File: src/rtl/btb_update_controller.sv
// BTB write-port sequencer: round-robin EX/ID update arbitration, update FIFO, and flush sequencing.
// Optional statistics counters are built only when BTBC_STATS_EN is defined.
module btb_update_controller #(
  parameter int unsigned FIFO_DEPTH = 4,
  parameter int unsigned PC_WIDTH   = 32
) (
  input  logic                          btbc_clk,
  input  logic                          btbc_reset_n,
  input  logic                          btbc_ex_valid,
  input  logic [PC_WIDTH-1:0]           btbc_ex_pc,
  input  logic [PC_WIDTH-1:0]           btbc_ex_target,
  input  logic                          btbc_ex_taken,
  output logic                          btbc_ex_ready,
  input  logic                          btbc_id_valid,
  input  logic [PC_WIDTH-1:0]           btbc_id_pc,
  input  logic [PC_WIDTH-1:0]           btbc_id_target,
  output logic                          btbc_id_ready,
  input  logic                          btbc_flush_req,
  output logic                          btbc_flush_busy,
  output logic [$clog2(FIFO_DEPTH):0]   btbc_fifo_count,
  output logic                          btb_write,
  output logic [PC_WIDTH-1:0]           btb_new_pc,
  output logic [PC_WIDTH-1:0]           btb_data,
  output logic                          btb_branch_taken,
  output logic                          btb_reset,
  output logic [15:0]                   btbc_stat_writes,
  output logic [7:0]                    btbc_stat_flushes
);

  localparam int unsigned PtrW = (FIFO_DEPTH > 1) ? $clog2(FIFO_DEPTH) : 1;
  localparam int unsigned CntW = $clog2(FIFO_DEPTH) + 1;

  typedef enum logic [1:0] {
    StRun,
    StDrain,
    StFlush
  } state_e;

  state_e              state_q;
  logic                last_grant_id_q;
  logic [PtrW-1:0]     wr_ptr_q;
  logic [PtrW-1:0]     rd_ptr_q;
  logic [CntW-1:0]     count_q;

  logic [PC_WIDTH-1:0] pc_mem     [FIFO_DEPTH];
  logic [PC_WIDTH-1:0] target_mem [FIFO_DEPTH];
  logic                taken_mem  [FIFO_DEPTH];

  logic                fifo_full;
  logic                fifo_empty;
  logic                can_push;
  logic                ex_win;
  logic                id_win;
  logic                push;
  logic                pop;
  logic [PC_WIDTH-1:0] push_pc;
  logic [PC_WIDTH-1:0] push_target;
  logic                push_taken;
  logic [CntW-1:0]     count_next;

  // Grant uses only state, occupancy, valids and last_grant, never the FIFO head.
  always_comb begin
    fifo_full   = (count_q == CntW'(FIFO_DEPTH));
    fifo_empty  = (count_q == '0);
    can_push    = (state_q == StRun) && !fifo_full;
    ex_win      = btbc_ex_valid && (!btbc_id_valid || last_grant_id_q);
    id_win      = btbc_id_valid && !ex_win;
    btbc_ex_ready = can_push && ex_win;
    btbc_id_ready = can_push && id_win;
    push        = btbc_ex_ready || btbc_id_ready;
    pop         = (state_q != StFlush) && !fifo_empty;
    push_pc     = btbc_ex_ready ? btbc_ex_pc     : btbc_id_pc;
    push_target = btbc_ex_ready ? btbc_ex_target : btbc_id_target;
    push_taken  = btbc_ex_ready ? btbc_ex_taken  : 1'b1;
    count_next  = count_q + CntW'(push) - CntW'(pop);
  end

  assign btbc_flush_busy = (state_q != StRun);
  assign btbc_fifo_count = count_q;

  // Payload storage needs no reset; occupancy is tracked by the pointers and count.
  always_ff @(posedge btbc_clk) begin
    if (push) begin
      pc_mem[wr_ptr_q]     <= push_pc;
      target_mem[wr_ptr_q] <= push_target;
      taken_mem[wr_ptr_q]  <= push_taken;
    end
  end

  always_ff @(posedge btbc_clk or negedge btbc_reset_n) begin
    if (!btbc_reset_n) begin
      state_q          <= StRun;
      last_grant_id_q  <= 1'b1;
      wr_ptr_q         <= '0;
      rd_ptr_q         <= '0;
      count_q          <= '0;
      btb_write        <= 1'b0;
      btb_new_pc       <= '0;
      btb_data         <= '0;
      btb_branch_taken <= 1'b0;
      btb_reset        <= 1'b0;
    end else begin
      if (push) wr_ptr_q <= wr_ptr_q + PtrW'(1);
      if (pop)  rd_ptr_q <= rd_ptr_q + PtrW'(1);
      count_q <= count_next;
      // Round-robin pointer only moves when both requesters contended.
      if (push && btbc_ex_valid && btbc_id_valid) last_grant_id_q <= btbc_id_ready;

      btb_write <= pop;
      if (pop) begin
        btb_new_pc       <= pc_mem[rd_ptr_q];
        btb_data         <= target_mem[rd_ptr_q];
        btb_branch_taken <= taken_mem[rd_ptr_q];
      end

      btb_reset <= 1'b0;
      case (state_q)
        StRun: begin
          if (btbc_flush_req) state_q <= StDrain;
        end
        StDrain: begin
          // Empty here means no pop this cycle, so the reset pulse cannot overlap a write.
          if (fifo_empty) begin
            state_q   <= StFlush;
            btb_reset <= 1'b1;
          end
        end
        StFlush: begin
          state_q <= StRun;
        end
        default: begin
          state_q <= StRun;
        end
      endcase
    end
  end

`ifdef BTBC_STATS_EN
  logic [15:0] stat_writes_q;
  logic [7:0]  stat_flushes_q;

  always_ff @(posedge btbc_clk or negedge btbc_reset_n) begin
    if (!btbc_reset_n) begin
      stat_writes_q  <= '0;
      stat_flushes_q <= '0;
    end else begin
      if (btb_write && (stat_writes_q != '1))  stat_writes_q  <= stat_writes_q + 16'd1;
      if (btb_reset && (stat_flushes_q != '1)) stat_flushes_q <= stat_flushes_q + 8'd1;
    end
  end

  assign btbc_stat_writes  = stat_writes_q;
  assign btbc_stat_flushes = stat_flushes_q;
`else
  assign btbc_stat_writes  = '0;
  assign btbc_stat_flushes = '0;
`endif

endmodule

File: config.mk
export PLATFORM = sky130hd
export DESIGN_NAME = btb_update_controller
export DESIGN_NICKNAME = d
export VERILOG_FILES = /design/src/rtl/btb_update_controller.sv
export SDC_FILE = /design/constraint.sdc
export NUM_CORES = 1
export LEC_CHECK = 0
export CORE_UTILIZATION = 48
export CTS_CLUSTER_SIZE = 30
export DETAILED_ROUTE_END_ITERATION = 7
export GPL_TIMING_DRIVEN = 0
export PLACE_DENSITY = 0.76
export SLEW_MARGIN = 15
export SYNTH_ARGS = -nofsm -noshare
export SYNTH_HDL_FRONTEND = slang
export SYNTH_SLANG_ARGS = --single-unit
File: constraint.sdc
create_clock -name btbc_clk -period 2.91 [get_ports btbc_clk]
set_clock_uncertainty 0.2 [all_clocks]
set_input_delay 0.582 -clock btbc_clk [delete_from_list [all_inputs] [get_ports btbc_clk]]
set_output_delay 0.582 -clock btbc_clk [all_outputs]
set_load 0.01 [all_outputs]
; ---- Yosys cells after proc, flatten, opt, wreduce, memory -nomap -nowiden
; Memory sizes are Yosys's and may differ from the RTL's. A register that Yosys moved wholly into a read port is not among the register bits.
; Cells that the tools add are included.
[word_totals]
output_inout_bits = 97
regBits = 12
ram_bits = 260
memories = 3
word_cells = 50
inputBits = 134
[classes]
mux = 10
addsub = 4
reduce_logical = 21
n_eq_ne = 5
[memory_table]
columns = memory, words, width, read_ports, rd_clocked_by_memory_dff, write_ports, line_no
row1 = pc_mem, 4, 32, 1, 1, 1, 45  ; logic [PC_WIDTH-1:0] pc_mem [FIFO_DEPTH];
row2 = target_mem, 4, 32, 1, 1, 1, 46  ; logic [PC_WIDTH-1:0] target_mem [FIFO_DEPTH];
row3 = taken_mem, 4, 1, 1, 1, 1, 47  ; logic taken_mem [FIFO_DEPTH];
[op_table]
columns = op, n
row1 = two-way mux 32 bit, 2
row2 = logical AND 1 bit, 8
row3 = zero test 1 bit, 7
row4 = inequality test 2 bit (second input constant), 3
row5 = two-way mux 1 bit, 5
row6 = adder 2 x 1 -> 2 bit (second input constant), 2
row7 = two-way mux 2 bit, 2
row8 = one-hot mux 2 bit (2 select lines), 1
row9 = adder 3 x 1 -> 3 bit, 1
row10 = == test 3 bit (second input constant), 1
row11 = zero test 3 bit, 1
row12 = subtractor 3 x 1 -> 3 bit, 1
row13 = == test 2 x 1 -> 1 bit (second input constant), 1
row14 = zero test 2 bit, 1
row15 = logical OR 1 bit, 2
row16 = AND reduction 2 bit, 1
row17 = nonzero test 2 bit, 1

; ---- Logic depth before layout (Yosys ltp)
; Gate-level depths: netlist (run 1).
[logic_depth]
ltp_word = 9
ltp_mapped = 10
depth_no_buf = 8

; ---- Worst setup path before layout (run 1)
; Ideal clock, no wire load.
[synth_path]
path_type = flip-flop to flip-flop
start = register count_q[2] (netlist: btbc_fifo_count[2])
end = memory pc_mem[0][0], enable pin
stages_incl_launch_ff = 4
arrival_ps = 2536
setup_ps = 430
n_path_buf = 0
required_time_ps = 2280
synth_period_minus_slack_ps = 3166
slack_ps = -256
path_cell_list = dfrtp_1 -> or3b_4 -> o211a_1 -> and2_1
[synth_between]
elab_chain_cells = 7
word_cells_on_any_way = 8
cone_classes = eq/ne (1) / mux (2) / reduce/logical (5)
[synth_rtl]
columns = element, line_no
row1 = "start, declared", 43  ; logic [CntW-1:0] count_q;
row2 = "start signal, assigned", 105  ; count_q <= count_next;
row3 = == test 3 bit *, 63  ; fifo_full = (count_q == CntW'(FIFO_DEPTH));
row4 = zero test 1 bit *, 65  ; can_push = (state_q == StRun) && !fifo_full;
row5 = logical AND 1 bit *, 65
row6 = logical AND 1 bit (on tied branches), "68, 69"
row7 = logical OR 1 bit *, 70  ; push = btbc_ex_ready || btbc_id_ready;
row8 = two-way mux 1 bit *, 83  ; if (push) begin
row9 = two-way mux 1 bit (implied by the code) *, 84  ; pc_mem[wr_ptr_q] <= push_pc;
row10 = "end, declared", 45
; Every way passes the cells marked *; elsewhere a longest branch is shown, timed or not.

; ---- Worst setup path after layout (run 1)
[layout_path]
start = register count_q[0] (netlist: btbc_fifo_count[0])
end = output port btbc_ex_ready
[layout_between]
elab_chain_cells = 4
[layout_rtl]
columns = element, line_no
row1 = == test 3 bit, 63
row2 = zero test 1 bit, 65
row3 = logical AND 1 bit, 65
row4 = logical AND 1 bit, 68  ; btbc_ex_ready = can_push && ex_win;
row5 = "end, declared", 13  ; output logic btbc_ex_ready,
; No other way between the ends.

==> results_dict.tcl, run 1 <==
set metrics [dict create \
    status "completed" \
    synthToLayoutAreaGrowth_pct 28.96 \
    core_area_sq_mm 0.02793 \
    holdCritStartpoint "btb_data[1]" \
    worst_pin_slew_ns 0.7275 \
    die_area_sq_mm 0.02917 \
    cts.sinks 337 \
    root_buffer "clkbuf_16" \
    synth_area_sq_mm 0.01368 \
    grt_pass1_vias 7072 \
    wl_per_cell_um 20.16 \
    top_layer_used "met4" \
    synth_top_area_share_pct 57.09 \
    r2r_cells 10 \
    route.met2.wl_mm 13.04 \
    vias_per_cell 5.178 \
    post-synth-top-area-cell "edfxtp_1" \
    peakVddDrop_uv 517.9 \
    worstHoldPathType "flip-flop to flip-flop" \
    detailed_place_hpwl_mm 16.65 \
    portBuffers 206 \
    diodes 0 \
    whs_endpoint "btb_data[1]" \
    ys_seq_area_share_pct 71.18 \
    dp_slack_ns -0.3596 \
    drive_gt1_share_pct 33.51 \
    rr_startpoint "state_q[0]" \
    globalplace.congestion 0.6646 \
    timing.final.crit_share_pct 95.99 \
    syn_avg_cell_area_sq_um 21.74 \
    synthDistinctLibCells 37 \
    drtAntennaViolNets 0 \
    start_util_pct 48.96 \
    fmax_ghz 0.3580 \
    m1WireLength_mm 11.11 \
    critical_path_class "flip-flop to output port" \
    grt_use_total_pct 18.64 \
    die_w_um 170.8 \
    synth_top_family_by_area "multiplexers" \
    met3_wirelength_mm 1.775 \
    pin_count 231 \
    synth-xor-area-share_pct 0.4483 \
    clockBufferDepth 3 \
    period_needed_ns 2.793 \
    maxSlewHeadroom_pct 51.50 \
    fp.dieH_um 170.8 \
    drv_slew 0 \
    hold_viol 0 \
    synth_compound_area_share_pct 0.4391 \
    final_common_cell "edfxtp_1" \
    end_kind "output port" \
    synth_fa_ha_area_share_pct 0.6038 \
    crit_arrival_ns 2.01 \
    whs_path_depth 1 \
    synthMuxAreaShare_pct 23.00 \
    finalWirelength_mm 26.39 \
    via_count 6778 \
    r2r_end "btbc_fifo_count[2]" \
    drc 0 \
    clock_latency_ns 0.50 \
    path_max_fanout 11 \
    ys_ff_latch 337 \
    yosys_warnings 0 \
    cp_num_buf_inv 3 \
    rrSetupSlack_ns 0.20 \
    power_per_cell_area_mw_per_mm2 980.7 \
    slowest_stage "dfrtp_2" \
    whs_ns 0.3057 \
    path_clk_slew_ns 0.06 \
    drt_iter0_drc 293 \
    ys_top_cells_by_area "edfxtp_1 57%, dfrtp_1 14%, mux4_2 11%" \
    synthSimpleGateAreaFrac_pct 0.7410 \
    cp_slowest_stage_delay_ns 0.44 \
    grt_first_pass_wirelength_mm 40.01 \
    crit_chain "or3b_4, o2111ai_4, buf_12, inv_1, dlygate4sd2_1" \
    cts_made_buffers 36 \
    setup_violations 0 \
    cp.required_ns 2.13 \
    grt.overflow.total 0 \
    drt-pass1-iter-count 4 \
    nets 1046 \
    cts_tree "built" \
    crit_family "buffers and inverters" \
    synth_cells 629 \
    cp-start-kind "flip-flop" \
    final_cell_mix "260 x edfxtp_1, 203 x clkdlybuf4s50_1, 73 x dfrtp_1, 65 x mux4_2, 64 x mux2_2" \
    p_leak_nw 6.485 \
    grt_antenna_before_repair 0 \
    rows 61 \
    maxCapViolations 0 \
    setup_ws_ns 0.1166 \
    h-tree-depth 2 \
    grt_max_degree 46 \
    nFillCells 1958 \
]
-- Yosys cell counts --
cell       instances
o2111ai_4          1
dfstp_2            1
buf_4             27
o211a_1            1
nand3_1            1
nand2b_1           1
buf_2             10
conb_1             1
inv_1              7
a21oi_2            1
xnor2_1            5
fa_1               1
a211oi_1           2
or3_1              1
clkbuf_1           2
and2_1             4
mux2_1             8
or3b_4             1
buf_8              2
buf_1              4
mux2_2            64
xor2_1             2
inv_2              1
mux2_4            58
dfrtp_1           76
ha_1               5
nand2_1            1
nor3_1             3
or2_2              1
mux4_2            65
nor2_2             1
nand4_1            1
nor2b_1            1
buf_6              1
nor2_1             1
edfxtp_1         260
buf_12             7
-- flip-flops by register name, indices dropped and copies added (netlist names) --
| name | count |
|---|---|
| btb_branch_taken | 1 |
| btb_data | 32 |
| btb_new_pc | 32 |
| btb_reset | 1 |
| btb_write | 1 |
| btbc_fifo_count | 3 |
| last_grant_id_q | 1 |
| pc_mem | 128 |
| rd_ptr_q | 2 |
| state_q | 2 |
| taken_mem | 4 |
| target_mem | 128 |
| wr_ptr_q | 2 |
-- final cells by class --
cell class | count | area, sq um | area share, %
Clock inverter | 16 | 168.9 | 0.9576
Clock buffer | 47 | 983.4 | 5.576
Multi-Input combinational cell | 254 | 3568 | 20.23
Timing Repair Buffer | 217 | 2231 | 12.65
Sequential cell | 337 | 9739 | 55.22
Buffer | 52 | 444.2 | 2.518
Inverter | 8 | 30.03 | 0.1702
Tap cell | 378 | 473.0 | 2.681
-- through the flow --
stage / instances / utilization (%) / power (mW) / cell area, sq um / TNS (ns)
final: 1309 / 63.14 / 17.30 / 17640 / 0
after floorplan: 652 / - / 10.70 / 13770 / 0
after global placement: 1236 / 58.36 / 12.79 / 16300 / -373.48
after detailed placement: 1241 / 58.81 / 13.03 / 16430 / -6.796
after global routing: 1309 / 63.14 / 18.14 / 17640 / -0.005229
after CTS: 1307 / 63.10 / 17.52 / 17630 / -0.009678
-- repair_timing --
item / CTS / global route
hold endpoints to repair: 33 / 0
gates cloned: 0 / 0
resized for setup: 6 / 4
hold buffers: 1 / 0
pin swaps: 0 / 2
endpoints found under the setup margin: 4 / 4
setup buffers: 2 / 3
-- kinds of logic (layout without fill, tap and decap cells) --
logic type,after synthesis,count (layout)
adders and majority gates,6,6
other,1,24
and+or+nand+nor,17,17
buffers and inverters,61,340
AOI/OAI and AO/OA,5,5
muxes,195,195
xor gates and xnor gates,7,7
DFF,337,337
-- worst reg2reg max path, delay by kind of cell, from the launching register on --
kind	cells	cell delay, ns
buffers and inverters	4	0.65
adders and majority gates	2	0.57
AOI/OAI and AO/OA	1	0.19
DFF	1	0.46
xor gates and xnor gates	3	0.55
-- worst max path at each step --
stage,from,end,cells after the start
finish,btbc_fifo_count[0],btbc_ex_ready,5
global route,state_q[0],btbc_fifo_count[2],10
CTS,btbc_fifo_count[1],btbc_fifo_count[2],10
detailed placement,btbc_fifo_count[1],btbc_fifo_count[2],10
global placement,btbc_reset_n,btb_new_pc[8],1
floorplan,btbc_fifo_count[1],btbc_fifo_count[2],10
-- power by group --
group | switching, mW | internal, mW
registers | 0.489 | 6.46
logic | 2.49 | 3.45
clock network | 1.76 | 2.65
-- routing by layer --
layer  up-vias  global-route usage (%)
li1       3017                       -
met1      3501                   24.90
met2       221                   31.52
met3        39                   3.539
met4         0                   4.779
met5         -                       0
(Power assumes the default switching activity.)
==> run 2, diff against run 1 <==
- CELL_PAD_IN_SITES_DETAIL_PLACEMENT: default -> 2
- CELL_PAD_IN_SITES_GLOBAL_PLACEMENT: default -> 2
- CORE_UTILIZATION: 48 -> 36
- PLACE_DENSITY: 0.76 -> default
- PLACE_DENSITY_LB_ADDON: default -> 0.1
==> run 2 against run 1 <==
Net effect:
- wire length grew 23%
- flip-flop and latch count is the same
- die area grew 33%
- hold slack gained 0.0068 ns
- highest routed layer unchanged
- critical path type unchanged
- power grew 2.8%
- sequential share of layout area shrank 0.81 points
- register-to-register slack is essentially flat
- largest cell class unchanged
==> results_dict.tcl, run 2 (synthesized netlist as in run 1, its figures left out) <==
set metrics [dict create \
    wl_per_cell_um 22.40 \
    fp.dieH_um 196.9 \
    via_count 6870 \
    end_kind "output port" \
    grt_first_pass_wirelength_mm 48.90 \
    synthToLayoutAreaGrowth_pct 30.88 \
    period_needed_ns 2.837 \
    drt_iter0_drc 235 \
    finalWirelength_mm 32.46 \
    stdcell_area_sq_mm 0.01790 \
    p_int_mw 12.75 \
    globalplace.congestion 0.7090 \
    setup_violations 0 \
    grt_antenna_before_repair 0 \
    clockBufferDepth 3 \
    p_leak_nw 6.523 \
    core_area_sq_mm 0.03749 \
    cts_tree "built" \
    comb_power_share_pct 34.5 \
    worstHoldPathType "flip-flop to flip-flop" \
    die_area_sq_mm 0.03878 \
    power.total_mw 17.78 \
    setup_ws_ns 0.07319 \
    h-tree-depth 2 \
    grt.overflow.total 0 \
    final_cell_mix "260 x edfxtp_1, 203 x clkdlybuf4s50_1, 73 x dfrtp_1, 65 x mux4_2, 64 x mux2_2" \
    drc 0 \
    crit_arrival_ns 2.05 \
    timing.final.crit_share_pct 97.48 \
    drv_slew 0 \
    switching_power_mw 5.032 \
    p_clk_share_pct 26.1 \
    nFillCells 3371 \
    portBuffers 206 \
    hold_viol 0 \
    status "completed" \
    drtAntennaViolNets 0 \
    vias_per_cell 4.741 \
    worst_pin_slew_ns 0.7669 \
    drive_gt1_share_pct 33.37 \
    cp-start-kind "flip-flop" \
    p_seq_share_pct 39.4 \
    maxCapViolations 0 \
    cts_made_buffers 38 \
    grt_setup_unrepaired "no" \
    fmax_ghz 0.3525 \
    cts.sinks 337 \
    pin_count 231 \
    grt_use_total_pct 17.22 \
    cp.required_ns 2.13 \
    grt_max_degree 48 \
    clock_latency_ns 0.53 \
    grt_pass1_vias 7965 \
    maxSlewHeadroom_pct 48.87 \
    placed_area_sq_mm 0.01661 \
    finalSetupTns_ns 0 \
    switching_share_pct 28.30 \
    peakVddDrop_uv 458.0 \
    rows 71 \
    root_buffer "clkbuf_16" \
    whs_ns 0.3125 \
    drt-pass1-iter-count 4 \
    path_clk_slew_ns 0.06 \
    power_per_cell_area_mw_per_mm2 993.5 \
    path_max_fanout 11 \
    diodes 0 \
    detailed_place_hpwl_mm 21.38 \
    reg_top3 "pc_mem x128, target_mem x128" \
    final_common_cell "edfxtp_1" \
    die_w_um 196.9 \
    critical_path_class "flip-flop to output port" \
    start_util_pct 36.48 \
    dp_slack_ns -0.4539 \
    nets 1049 \
]
## run 2: per-layer routing
metal  track usage, %  part of all wire, %  wire (um)
met5                0                    0          0
met4            4.910                  1.8        594
met3            2.892                  3.8       1238
met2            31.23                   54      17550
met1            21.02                   40      13070
## run 2: repair_timing
action,CTS,global route
gates cloned,0,0
setup endpoints to repair,4,1
resized for setup,8,2
setup buffers,6,0
hold buffers,1,0
hold endpoints to repair,30,0
pin swaps,1,0
## run 2: final timing paths
kind,end,slack [ns],start,depth (start not counted)
max,btbc_ex_ready,0.07,btbc_fifo_count[1],5
max in group asynchronous,last_grant_id_q,1.52,btbc_reset_n,3
max reg2reg,btbc_fifo_count[2],0.21,btbc_fifo_count[1],10
min reg2reg,btb_new_pc[19],0.31,btb_new_pc[19],1
min,btb_new_pc[19],0.31,btb_new_pc[19],1
min in group asynchronous,btb_data[30],0.34,btbc_reset_n,2
## run 2: power by group through the flow
stage	logic [mW]	clock network [mW]	registers (mW)
after floorplan	3.56	0	7.14
after global placement	5.93	0	7.06
after detailed placement	6.23	0	7.10
after CTS	6.34	4.79	7.03
after global routing	6.61	4.94	7.11
final	6.13	4.65	7.00
## run 2: worst max-delay path, cell delays in order (launching register included)
cell           delay, ns
dfrtp_2             0.44
or3b_4              0.44
o2111ai_4           0.13
buf_12              0.19
inv_1               0.04
dlygate4sd2_1       0.27
## run 2: final cells by class
| class | count | area (sq um) | area share [%] |
|---|---|---|---|
| Sequential cell | 337 | 9739 | 54.41 |
| Multi-Input combinational cell | 254 | 3568 | 19.94 |
| Timing Repair Buffer | 218 | 2253 | 12.59 |
| Clock buffer | 58 | 1117 | 6.242 |
| Tap cell | 511 | 639.4 | 3.572 |
| Buffer | 52 | 447.9 | 2.502 |
| Clock inverter | 11 | 103.9 | 0.5802 |
| Inverter | 8 | 30.03 | 0.1678 |
## run 2: per-stage QoR
stage,utilization (%),cells
finish,47.75,1449
detailed placement,44.32,1374
floorplan,-,652
CTS,47.73,1449
global route,47.75,1449
global placement,43.93,1369
